### src/rtl/boton_pulso_repeticion.sv
// Button conditioner for the hour/minute counters: synchronizes, debounces and
// turns the up/down buttons into 1-cycle pulses with auto-repeat while held.

module boton_canal #(
    parameter int DEBOUNCE_CYCLES = 1_000_000,
    parameter int HOLD_CYCLES     = 50_000_000,
    parameter int REPEAT_CYCLES   = 20_000_000,
    parameter int CNT_W           = 26
) (
    input  logic clk,
    input  logic rst,
    input  logic raw,
    input  logic inhibit,
    output logic level,
    output logic level_next,
    output logic pulse
);
    localparam logic [CNT_W-1:0] DEB_LAST  = CNT_W'(DEBOUNCE_CYCLES - 1);
    localparam logic [CNT_W-1:0] HOLD_LAST = CNT_W'(HOLD_CYCLES - 1);
    localparam logic [CNT_W-1:0] REP_LAST  = CNT_W'(REPEAT_CYCLES - 1);
    localparam logic [CNT_W-1:0] CNT_MAX   = '1;

    typedef enum logic [1:0] {
        IDLE,
        HOLD,
        REPEAT
    } state_t;

    logic             s1;
    logic             s2;
    logic             level_prev;
    logic [CNT_W-1:0] deb_cnt;
    logic [CNT_W-1:0] deb_cnt_next;
    logic [CNT_W-1:0] timer;
    state_t           state;

    // NOTE: every output of this block gets a default first, so no path leaves it unassigned (no latch).
    always_comb begin
        level_next   = level;
        deb_cnt_next = '0;
        if (s2 != level) begin
            if (deb_cnt >= DEB_LAST) begin
                level_next = ~level;
            end else begin
                deb_cnt_next = deb_cnt + 1'b1;
            end
        end
    end

    // NOTE: all state uses non-blocking assignments so every register samples pre-edge values.
    always_ff @(posedge clk) begin
        if (rst) begin
            s1         <= 1'b0;
            s2         <= 1'b0;
            level      <= 1'b0;
            level_prev <= 1'b0;
            deb_cnt    <= '0;
            timer      <= '0;
            state      <= IDLE;
            pulse      <= 1'b0;
        end else begin
            s1         <= raw;
            s2         <= s1;
            level      <= level_next;
            deb_cnt    <= deb_cnt_next;
            level_prev <= level;
            pulse      <= 1'b0;
            timer      <= (timer == CNT_MAX) ? timer : timer + 1'b1;

            // Prev level keeps tracking while inhibited, so a release of the other
            // button can never look like a fresh press of this one.
            if (!level || inhibit) begin
                state <= IDLE;
                timer <= '0;
            end else begin
                case (state)
                    IDLE: begin
                        if (!level_prev) begin
                            pulse <= 1'b1;
                            state <= HOLD;
                            timer <= '0;
                        end
                    end
                    HOLD: begin
                        if (timer >= HOLD_LAST) begin
                            pulse <= 1'b1;
                            state <= REPEAT;
                            timer <= '0;
                        end
                    end
                    REPEAT: begin
                        if (timer >= REP_LAST) begin
                            pulse <= 1'b1;
                            timer <= '0;
                        end
                    end
                    default: state <= IDLE;
                endcase
            end
        end
    end
endmodule

module boton_pulso_repeticion #(
    parameter int DEBOUNCE_CYCLES = 1_000_000,
    parameter int HOLD_CYCLES     = 50_000_000,
    parameter int REPEAT_CYCLES   = 20_000_000,
    parameter int CNT_W           = 26
) (
    input  logic clk,
    input  logic rst,
    input  logic btn_up_raw,
    input  logic btn_down_raw,
    output logic aumento,
    output logic disminuye,
    output logic up_level,
    output logic down_level
);
    logic up_next;
    logic down_next;
    logic inhibit;

    // Inhibit looks at the levels about to be registered, so no pulse can be
    // launched into a cycle where both debounced levels are 1.
    assign inhibit = up_next & down_next;

    boton_canal #(
        .DEBOUNCE_CYCLES(DEBOUNCE_CYCLES),
        .HOLD_CYCLES    (HOLD_CYCLES),
        .REPEAT_CYCLES  (REPEAT_CYCLES),
        .CNT_W          (CNT_W)
    ) u_up (
        .clk       (clk),
        .rst       (rst),
        .raw       (btn_up_raw),
        .inhibit   (inhibit),
        .level     (up_level),
        .level_next(up_next),
        .pulse     (aumento)
    );

    boton_canal #(
        .DEBOUNCE_CYCLES(DEBOUNCE_CYCLES),
        .HOLD_CYCLES    (HOLD_CYCLES),
        .REPEAT_CYCLES  (REPEAT_CYCLES),
        .CNT_W          (CNT_W)
    ) u_down (
        .clk       (clk),
        .rst       (rst),
        .raw       (btn_down_raw),
        .inhibit   (inhibit),
        .level     (down_level),
        .level_next(down_next),
        .pulse     (disminuye)
    );
endmodule

### config.mk
export PLATFORM = sky130hd
export DESIGN_NAME = boton_pulso_repeticion
export DESIGN_NICKNAME = d
export VERILOG_FILES = /design/src/rtl/boton_pulso_repeticion.sv
export SDC_FILE = /design/constraint.sdc
export NUM_CORES = 1
export LEC_CHECK = 0
export ABC_AREA = 1
export BUFFER_PORTS_ARGS = -buffer_cell sky130_fd_sc_hd__buf_2
export CORE_UTILIZATION = 30
export DETAILED_ROUTE_END_ITERATION = 7
export PLACE_DENSITY = 0.49
export SLEW_MARGIN = 20
export SYNTH_ARGS = -nofsm -noshare
export SYNTH_HDL_FRONTEND = slang
export SYNTH_SLANG_ARGS = --single-unit
### constraint.sdc
create_clock -name clk -period 3.3 [get_ports clk]
set_input_delay 0.495 -clock clk [delete_from_list [all_inputs] [get_ports clk]]
set_output_delay 0.495 -clock clk [all_outputs]
set_load 0.03 [all_outputs]
==> results.md, run 1 <==
• **status** finished clean
• **Worst Setup EP** u_down.timer[20]
• **die area** 22360 sq um
• **clock transition at the registers of the reported paths** 0.06 ns
• **r2r endpoint** u_down.timer[20]
• **final max-slew violation count** 0
• **largest vdd supply drop** 361.4 uV
• **antenna-violating nets left** 0
• **maximum fanout along the worst path** 14
• **critical setup path kind** reg -> reg
• **row cnt** 53
• **power density over the cells** 430.5 nW/um^2
• **sequential element share of the synthesized area** 0.3618
• **minimum period implied by the final worst setup slack** 2.357 ns
• **total routing resource utilization after global routing** 0.1463
• **FF+latch area** 2362 sq um
• **Sum Neg Setup Slack** 0 ns
• **post-cts repair resize count** 0
• **Boundary Pins** 8
• **least setup slack across all paths after layout** 0.9430 ns
• **final core utilization** 0.3487
• **effective utilization at floorplan** 0.3087
• **Congestion Overflow GR** 0
• **via count** 5960
• **Starting DRT DRC Count** 400
• **post-CTS repair timing setup buffer count** 0
• **# Max-Cap Violations** 0
• **leakage power** 2.905 nW
• **final cycle utilization of the critical path** 0.7142
• **horizontal die dimension** 149.5 um
• **worst hold path type** in -> reg
• **post-DP HPWL** 10600 um
• **dpl ws** 0.9863 ns
• **total number of clock tree sinks** 118
• **first-pass GRT wire length** 26340 um
• **commonest cells after routing, fill and taps aside** sky130_fd_sc_hd__nand2_1 (303), sky130_fd_sc_hd__nor2_1 (203), sky130_fd_sc_hd__dfxtp_1 (118), sky130_fd_sc_hd__inv_1 (100), sky130_fd_sc_hd__nand3_1 (47)
• **number of buffers on the longest clock path** 2
• **number of cells on the worst reg-to-reg path** 11
• **total iterations of the first detailed-routing run** 5
• **Crit path arrival time** 2.65 ns
• **post-detailed-route via-to-cell ratio** 4.505
• **clock skew after layout** 0.01022 ns
• **highest clock rate** 424.3 MHz
• **routed wire length** 15060 um
• **CTS Hold Bufs** 0
• **Netlist cell types** 41
• **clock tree from TritonCTS** built
• **height of the die** 149.5 um
• **Core ar.** 21150 sq um
• **startpoint types** register
• **number of failing hold endpoints at the final stage** 0
• **commonest non-fill, non-tap cell in the layout** sky130_fd_sc_hd__nand2_1
• **number of buffers inserted by port buffering** 7
• **CP Capture Type** register
• **normalized max-slew margin** 0.4148
• **launch point of the critical path** u_down.timer[0]
• **layout net count** 1043
• **proportion of layout cells with a drive suffix above 1** 0.08874
• **multi-input combinational cell area** 3665 sq um
• **n_diodes** 0
• **DR DRC count** 0
• **fill cell count** 2276
• **number of flops mapped to enable cells by yosys** 0
• **Worst Max-Slew Pin Slew** 0.8724 ns
• **post-synthesis area per instance** 6.427 sq um
• **synthesis warning total** 0
• **initial antenna violation count** 0
• **flip-flop cell with the highest count after synthesis** sky130_fd_sc_hd__dfxtp_1
• **area grow syn2layout** 12.95%
• **setup repair after global routing missed its margin** false
• **Post-synth ARST share** 0
• **CTS H-tree depth** 4
• **worst flop-to-flop path startpoint** u_down.timer[0]
• **clock latency on the worst-skew pair** 0.42 ns
• **root buffer cell** sky130_fd_sc_hd__clkbuf_16
• **r2r setup slk** 0.94 ns
• **gpl congestion** 0.8727
• **routed length per placed instance** 11.38 um
• **final setup vio count** 0
• **cell area after synthesis** 6530 sq um
• **Synth Instances** 1016
• **number of storage elements in the synthesis netlist** 118
• **Inserted Clock Buffers** 17
• **number of global-route vias before repair** 5560
• **Crit path required time** 3.59 ns
• **pin count of the biggest net entering global routing** 30
==> metal layers <==
metal  wire length [um]  part of all wire  vias up  track usage
li1                   -                 -     3216            -
met1               7772              0.52     2634       0.1958
met2               6586              0.44       92       0.2292
met3                504             0.033       18      0.03415
met4                195             0.013        0      0.04949
met5                  0                 0        -            0
==> layout make-up <==
type                       count  area share
clock inverter                 7    0.006277
tap                          275     0.04665
multi-input combinational    781      0.4969
inverter                     106     0.05394
timing repair buffer          11    0.008821
sequential                   118      0.3203
clock buffer                  25     0.06718
==> critical path, stage by stage, from the launching register on <==
cell	delay (ns)
sky130_fd_sc_hd__dfxtp_1	0.47
sky130_fd_sc_hd__ha_1	0.34
sky130_fd_sc_hd__inv_2	0.07
sky130_fd_sc_hd__nor2_4	0.17
sky130_fd_sc_hd__nand2_4	0.10
sky130_fd_sc_hd__nand2_1	0.08
sky130_fd_sc_hd__nand3_1	0.08
sky130_fd_sc_hd__nand3_1	0.09
sky130_fd_sc_hd__nand2_1	0.31
sky130_fd_sc_hd__buf_4	0.34
sky130_fd_sc_hd__nand4_1	0.11
sky130_fd_sc_hd__nor2_1	0.07
==> cells in the mapped netlist (2+ instances only) <==
| cell | number | area (sq um) |
|---|---|---|
| sky130_fd_sc_hd__a21oi_1 | 22 | 110.1 |
| sky130_fd_sc_hd__a31oi_1 | 2 | 12.51 |
| sky130_fd_sc_hd__and2_1 | 4 | 25.02 |
| sky130_fd_sc_hd__and3_1 | 2 | 12.51 |
| sky130_fd_sc_hd__buf_2 | 11 | 55.05 |
| sky130_fd_sc_hd__buf_4 | 2 | 15.01 |
| sky130_fd_sc_hd__buf_6 | 2 | 22.52 |
| sky130_fd_sc_hd__clkbuf_1 | 5 | 18.77 |
| sky130_fd_sc_hd__dfxtp_1 | 118 | 2362 |
| sky130_fd_sc_hd__ha_1 | 4 | 50.05 |
| sky130_fd_sc_hd__inv_1 | 100 | 375.4 |
| sky130_fd_sc_hd__inv_2 | 5 | 18.77 |
| sky130_fd_sc_hd__nand2_1 | 303 | 1137 |
| sky130_fd_sc_hd__nand2_2 | 6 | 37.54 |
| sky130_fd_sc_hd__nand2_4 | 2 | 22.52 |
| sky130_fd_sc_hd__nand3_1 | 47 | 235.2 |
| sky130_fd_sc_hd__nand3_2 | 3 | 30.03 |
| sky130_fd_sc_hd__nand3b_1 | 2 | 15.01 |
| sky130_fd_sc_hd__nand4_1 | 44 | 275.3 |
| sky130_fd_sc_hd__nor2_1 | 203 | 762.0 |
| sky130_fd_sc_hd__nor2_2 | 28 | 175.2 |
| sky130_fd_sc_hd__nor2_4 | 4 | 45.04 |
| sky130_fd_sc_hd__nor3_1 | 16 | 80.08 |
| sky130_fd_sc_hd__nor3_2 | 2 | 20.02 |
| sky130_fd_sc_hd__nor3b_1 | 7 | 52.55 |
| sky130_fd_sc_hd__o21ai_0 | 16 | 80.08 |
| sky130_fd_sc_hd__o21ai_1 | 3 | 15.01 |
| sky130_fd_sc_hd__or2_2 | 2 | 12.51 |
| sky130_fd_sc_hd__xnor2_1 | 10 | 87.58 |
| sky130_fd_sc_hd__xor2_1 | 30 | 262.8 |
==> registers in the layout (all words and copies together) (netlist names) <==
signal             cells
u_up.deb_cnt          26
u_down.level_prev      1
u_down.pulse           1
u_up.level             1
u_down.s1              1
u_up.timer            26
u_up.s2                1
u_up.state             2
u_down.timer          26
u_down.deb_cnt        26
u_up.pulse             1
u_down.state           2
u_up.level_prev        1
u_up.s1                1
u_down.s2              1
u_down.level           1
==> cell families after synthesis <==
| kind of cell | count (synthesis) | synth area share |
|---|---|---|
| AOI/OAI and AO/OA | 50 | 0.04311 |
| xor gates and xnor gates | 40 | 0.05365 |
| adders and majority gates | 4 | 0.007665 |
| buffers and inverters | 128 | 0.08335 |
| DFF | 118 | 0.3618 |
| other | 1 | 0.0005743 |
| and+or+nand+nor | 675 | 0.4499 |
==> worst min-delay path by stage <==
stage	cells after the start	slack, ns	endpoint	from
floorplan	2	0.39	u_down.s2	u_down.s1
global placement	2	0.40	u_down.s2	u_down.s1
detailed placement	2	0.40	u_down.s2	u_down.s1
CTS	3	0.27	u_up.s1	btn_up_raw
global route	3	0.30	u_up.s1	btn_up_raw
finish	3	0.29	u_up.s1	btn_up_raw
==> power by group <==
group	switching, W	leakage, nW	internal [W]
registers	0.00000483	0.956	0.00144
clock network	0.000663	0.259	0.00104
logic	0.0000249	1.69	0.00000880
==> per-stage QoR <==
step	hold WS (ns)	instances	instance area, sq um	power, W
4_1_cts	0.2710	1323	7376	0.003225
5_1_grt	0.3016	1323	7376	0.003291
3_3_place_gp	0.3986	1291	6834	0.001507
2_1_floorplan	0.3883	1027	6571	0.001500
6_report	0.2861	1323	7376	0.003175
3_5_place_dp	0.4004	1291	6834	0.001507
No activity file was read; power rests on OpenSTA's default activity.
==> run 2: changes to the inputs <==
--- a/config.mk
+++ b/config.mk
@@ -9,7 +9,7 @@
 export BUFFER_PORTS_ARGS = -buffer_cell sky130_fd_sc_hd__buf_2
 export CORE_UTILIZATION = 30
 export DETAILED_ROUTE_END_ITERATION = 7
-export PLACE_DENSITY = 0.49
+export PLACE_DENSITY = 0.5
 export SLEW_MARGIN = 20
 export SYNTH_ARGS = -nofsm -noshare
 export SYNTH_HDL_FRONTEND = slang
==> constraint.sdc (replaced) <==
create_clock -name clk -period 1.9 [get_ports clk]
set_input_delay 0.285 -clock clk [delete_from_list [all_inputs] [get_ports clk]]
set_output_delay 0.285 -clock clk [all_outputs]
set_load 0.03 [all_outputs]
==> results.md, run 2 (same netlist as run 1, synthesis figures left out) <==
• **final max-slew violation count** 0, unchanged
• **Crit path arrival time** 2.09 ns, was 2.65 ns
• **status** finished clean, unchanged
• **post-detailed-route via-to-cell ratio** 4.469, was 4.505
• **power density over the cells** 733.8 nW/um^2, was 430.5 nW/um^2
• **placed inst area** 7164 sq um, was 6834 sq um
• **total iterations of the first detailed-routing run** 5, unchanged
• **DR DRC count** 0, unchanged
• **Starting DRT DRC Count** 387, was 400
• **final instance area** 7794 sq um, was 7376 sq um
• **post-DP HPWL** 11300 um, was 10600 um
• **setup repair after global routing missed its margin** true, was false
• **row cnt** 53, unchanged
• **height of the die** 149.5 um, unchanged
• **CTS H-tree depth** 4, unchanged
• **via count** 6091, was 5960
• **Int Power** 0.004469 W, was 0.002482 W
• **clock tree from TritonCTS** built, unchanged
• **gpl congestion** 0.8953, was 0.8727
• **final core utilization** 0.3684, was 0.3487
• **area grow syn2layout** 19.35%, was 12.95%
• **total number of clock tree sinks** 118, unchanged
• **sw power** 0.001250 W, was 0.0006928 W
• **number of buffers inserted by port buffering** 7, unchanged
• **initial antenna violation count** 0, unchanged
• **number of global-route vias before repair** 5712, was 5560
• **Core ar.** 21150 sq um, unchanged
• **minimum period implied by the final worst setup slack** 1.734 ns, was 2.357 ns
• **critical setup path kind** reg -> reg, unchanged
• **final setup vio count** 0, unchanged
• **clock transition at the registers of the reported paths** 0.06 ns, about the same
• **root buffer cell** sky130_fd_sc_hd__clkbuf_16, unchanged
• **effective utilization at floorplan** 0.3087, unchanged
• **commonest cells after routing, fill and taps aside** sky130_fd_sc_hd__nand2_1 (303), sky130_fd_sc_hd__nor2_1 (198), sky130_fd_sc_hd__dfxtp_1 (118), sky130_fd_sc_hd__inv_1 (100), sky130_fd_sc_hd__nand3_1 (47), was sky130_fd_sc_hd__nand2_1 (303), sky130_fd_sc_hd__nor2_1 (203), sky130_fd_sc_hd__dfxtp_1 (118), sky130_fd_sc_hd__inv_1 (100), sky130_fd_sc_hd__nand3_1 (47)
• **post-route non-filler standard cell count** 1363, was 1323
• **# Max-Cap Violations** 0, unchanged
• **pin count of the biggest net entering global routing** 30, unchanged
• **worst hold path type** in -> reg, unchanged
• **largest vdd supply drop** 608.7 uV, was 361.4 uV
• **routed wire length** 15570 um, was 15060 um
• **clock latency on the worst-skew pair** 0.42 ns, about the same
• **Crit path required time** 2.25 ns, was 3.59 ns
• **Clock power frac** 0.551, was 0.535
• **startpoint types** register, unchanged
• **library cell appearing most often on the critical path** sky130_fd_sc_hd__nand2_1
• **Inserted Clock Buffers** 17, unchanged
• **proportion of layout cells with a drive suffix above 1** 0.1314, was 0.08874
• **share of total power consumed by net switching** 0.2186, was 0.2182
• **maximum fanout along the worst path** 12, was 14
• **die area** 22360 sq um, unchanged
• **critical path, cell by cell** nand2_1 -> nor2_2 -> nand2_1 -> nor2_4 -> nand2_2 -> buf_4 -> nand2_1 -> nand4_1 -> nor2_2, was ha_1 -> inv_2 -> nor2_4 -> nand2_4 -> nand2_1 -> nand3_1 -> nand3_1 -> nand2_1 -> buf_4 -> nand4_1 -> nor2_1
• **least setup slack across all paths after layout** 0.1661 ns, was 0.9430 ns
• **clock skew after layout** 0.01028 ns, was 0.01022 ns
• **leakage power** 3.140 nW, was 2.905 nW
• **CP max stage cell** sky130_fd_sc_hd__dfxtp_1, unchanged
• **number of failing hold endpoints at the final stage** 0, unchanged
• **dpl ws** 0.07306 ns, was 0.9863 ns
• **number of instances in the placed design** 1330, was 1291
• **number of buffers on the longest clock path** 2, unchanged
• **CP Capture Type** register, unchanged
• **antenna-violating nets left** 0, unchanged
• **layout net count** 1084, was 1043
• **Sum Neg Setup Slack** 0 ns, unchanged
• **longest individual stage delay on the worst path** 0.39 ns, was 0.47 ns
• **routed length per placed instance** 11.42 um, was 11.38 um
• **horizontal die dimension** 149.5 um, unchanged
• **Congestion Overflow GR** 0, unchanged
• **final cycle utilization of the critical path** 0.9126, was 0.7142
• **commonest non-fill, non-tap cell in the layout** sky130_fd_sc_hd__nand2_1, unchanged
• **Boundary Pins** 8, unchanged
• **n_diodes** 0, unchanged
• **highest clock rate** 576.7 MHz, was 424.3 MHz
• **total routing resource utilization after global routing** 0.1517, was 0.1463
• **Comb pwr share** 0.011, about the same
• **first-pass GRT wire length** 27120 um, was 26340 um
• **Flop pwr share** 0.438, was 0.454
[run 2: worst paths after layout]
| check | start | to | slack (ns) | cells after the start |
|---|---|---|---|---|
| setup / recovery | u_down.timer[12] | u_down.timer[11] | 0.17 | 9 |
| hold / removal | btn_down_raw | u_down.s1 | 0.07 | 3 |
| setup reg to reg | u_down.timer[12] | u_down.timer[11] | 0.17 | 9 |
| hold reg to reg | u_up.s1 | u_up.s2 | 0.40 | 2 |
[run 2: power groups by stage]
stage | clock network, W | logic [W] | registers, W
detailed placement | 0 | 0.0000662 | 0.00256
finish | 0.00315 | 0.0000655 | 0.00250
CTS | 0.00324 | 0.0000663 | 0.00250
floorplan | 0 | 0.0000450 | 0.00256
global placement | 0 | 0.0000654 | 0.00256
global route | 0.00336 | 0.0000743 | 0.00251
[run 2: layout make-up]
| type | count | area (sq um) |
|---|---|---|
| Clock buffer | 19 | 442.9 |
| Timing Repair Buffer | 52 | 410.4 |
| Fill cell | 2260 | 13360 |
| Clock inverter | 12 | 131.4 |
| Inverter | 106 | 397.9 |
| Multi-Input combinational cell | 781 | 3705 |
| Tap cell | 275 | 344.1 |
| Sequential cell | 118 | 2362 |
[run 2: routing by layer]
| layer | vias to the layer above | track usage | routed length [um] | share of wire |
|---|---|---|---|---|
| met5 | - | 0 | 0 | 0 |
| met4 | 0 | 0.05510 | 228 | 0.015 |
| met3 | 20 | 0.02957 | 412 | 0.026 |
| met2 | 78 | 0.2384 | 6885 | 0.44 |
| met1 | 2690 | 0.2045 | 8038 | 0.52 |
| li1 | 3303 | - | - | - |
[run 2: through the flow]
stage               hold slack [ns]  power [W]
finish                      0.06657   0.005719
global route                0.07416   0.005938
CTS                         0.05158   0.005811
detailed placement           0.3916   0.002625
global placement             0.3935   0.002624
floorplan                    0.3883   0.002605
[run 2: worst max-delay path, delay by kind of cell (launching register included)]
family	cells	cell delay (ns)
flip-flops	1	0.39
AND/OR/NAND/NOR	8	1.10
buffers and inverters	1	0.20
[run 2: repair_timing]
| item | CTS | global route |
|---|---|---|
| buffers inserted | 0 | 2 |
| hold buffers | 0 | 0 |
| setup endpoints to repair | 0 | 20 |
| resized for setup | 0 | 10 |
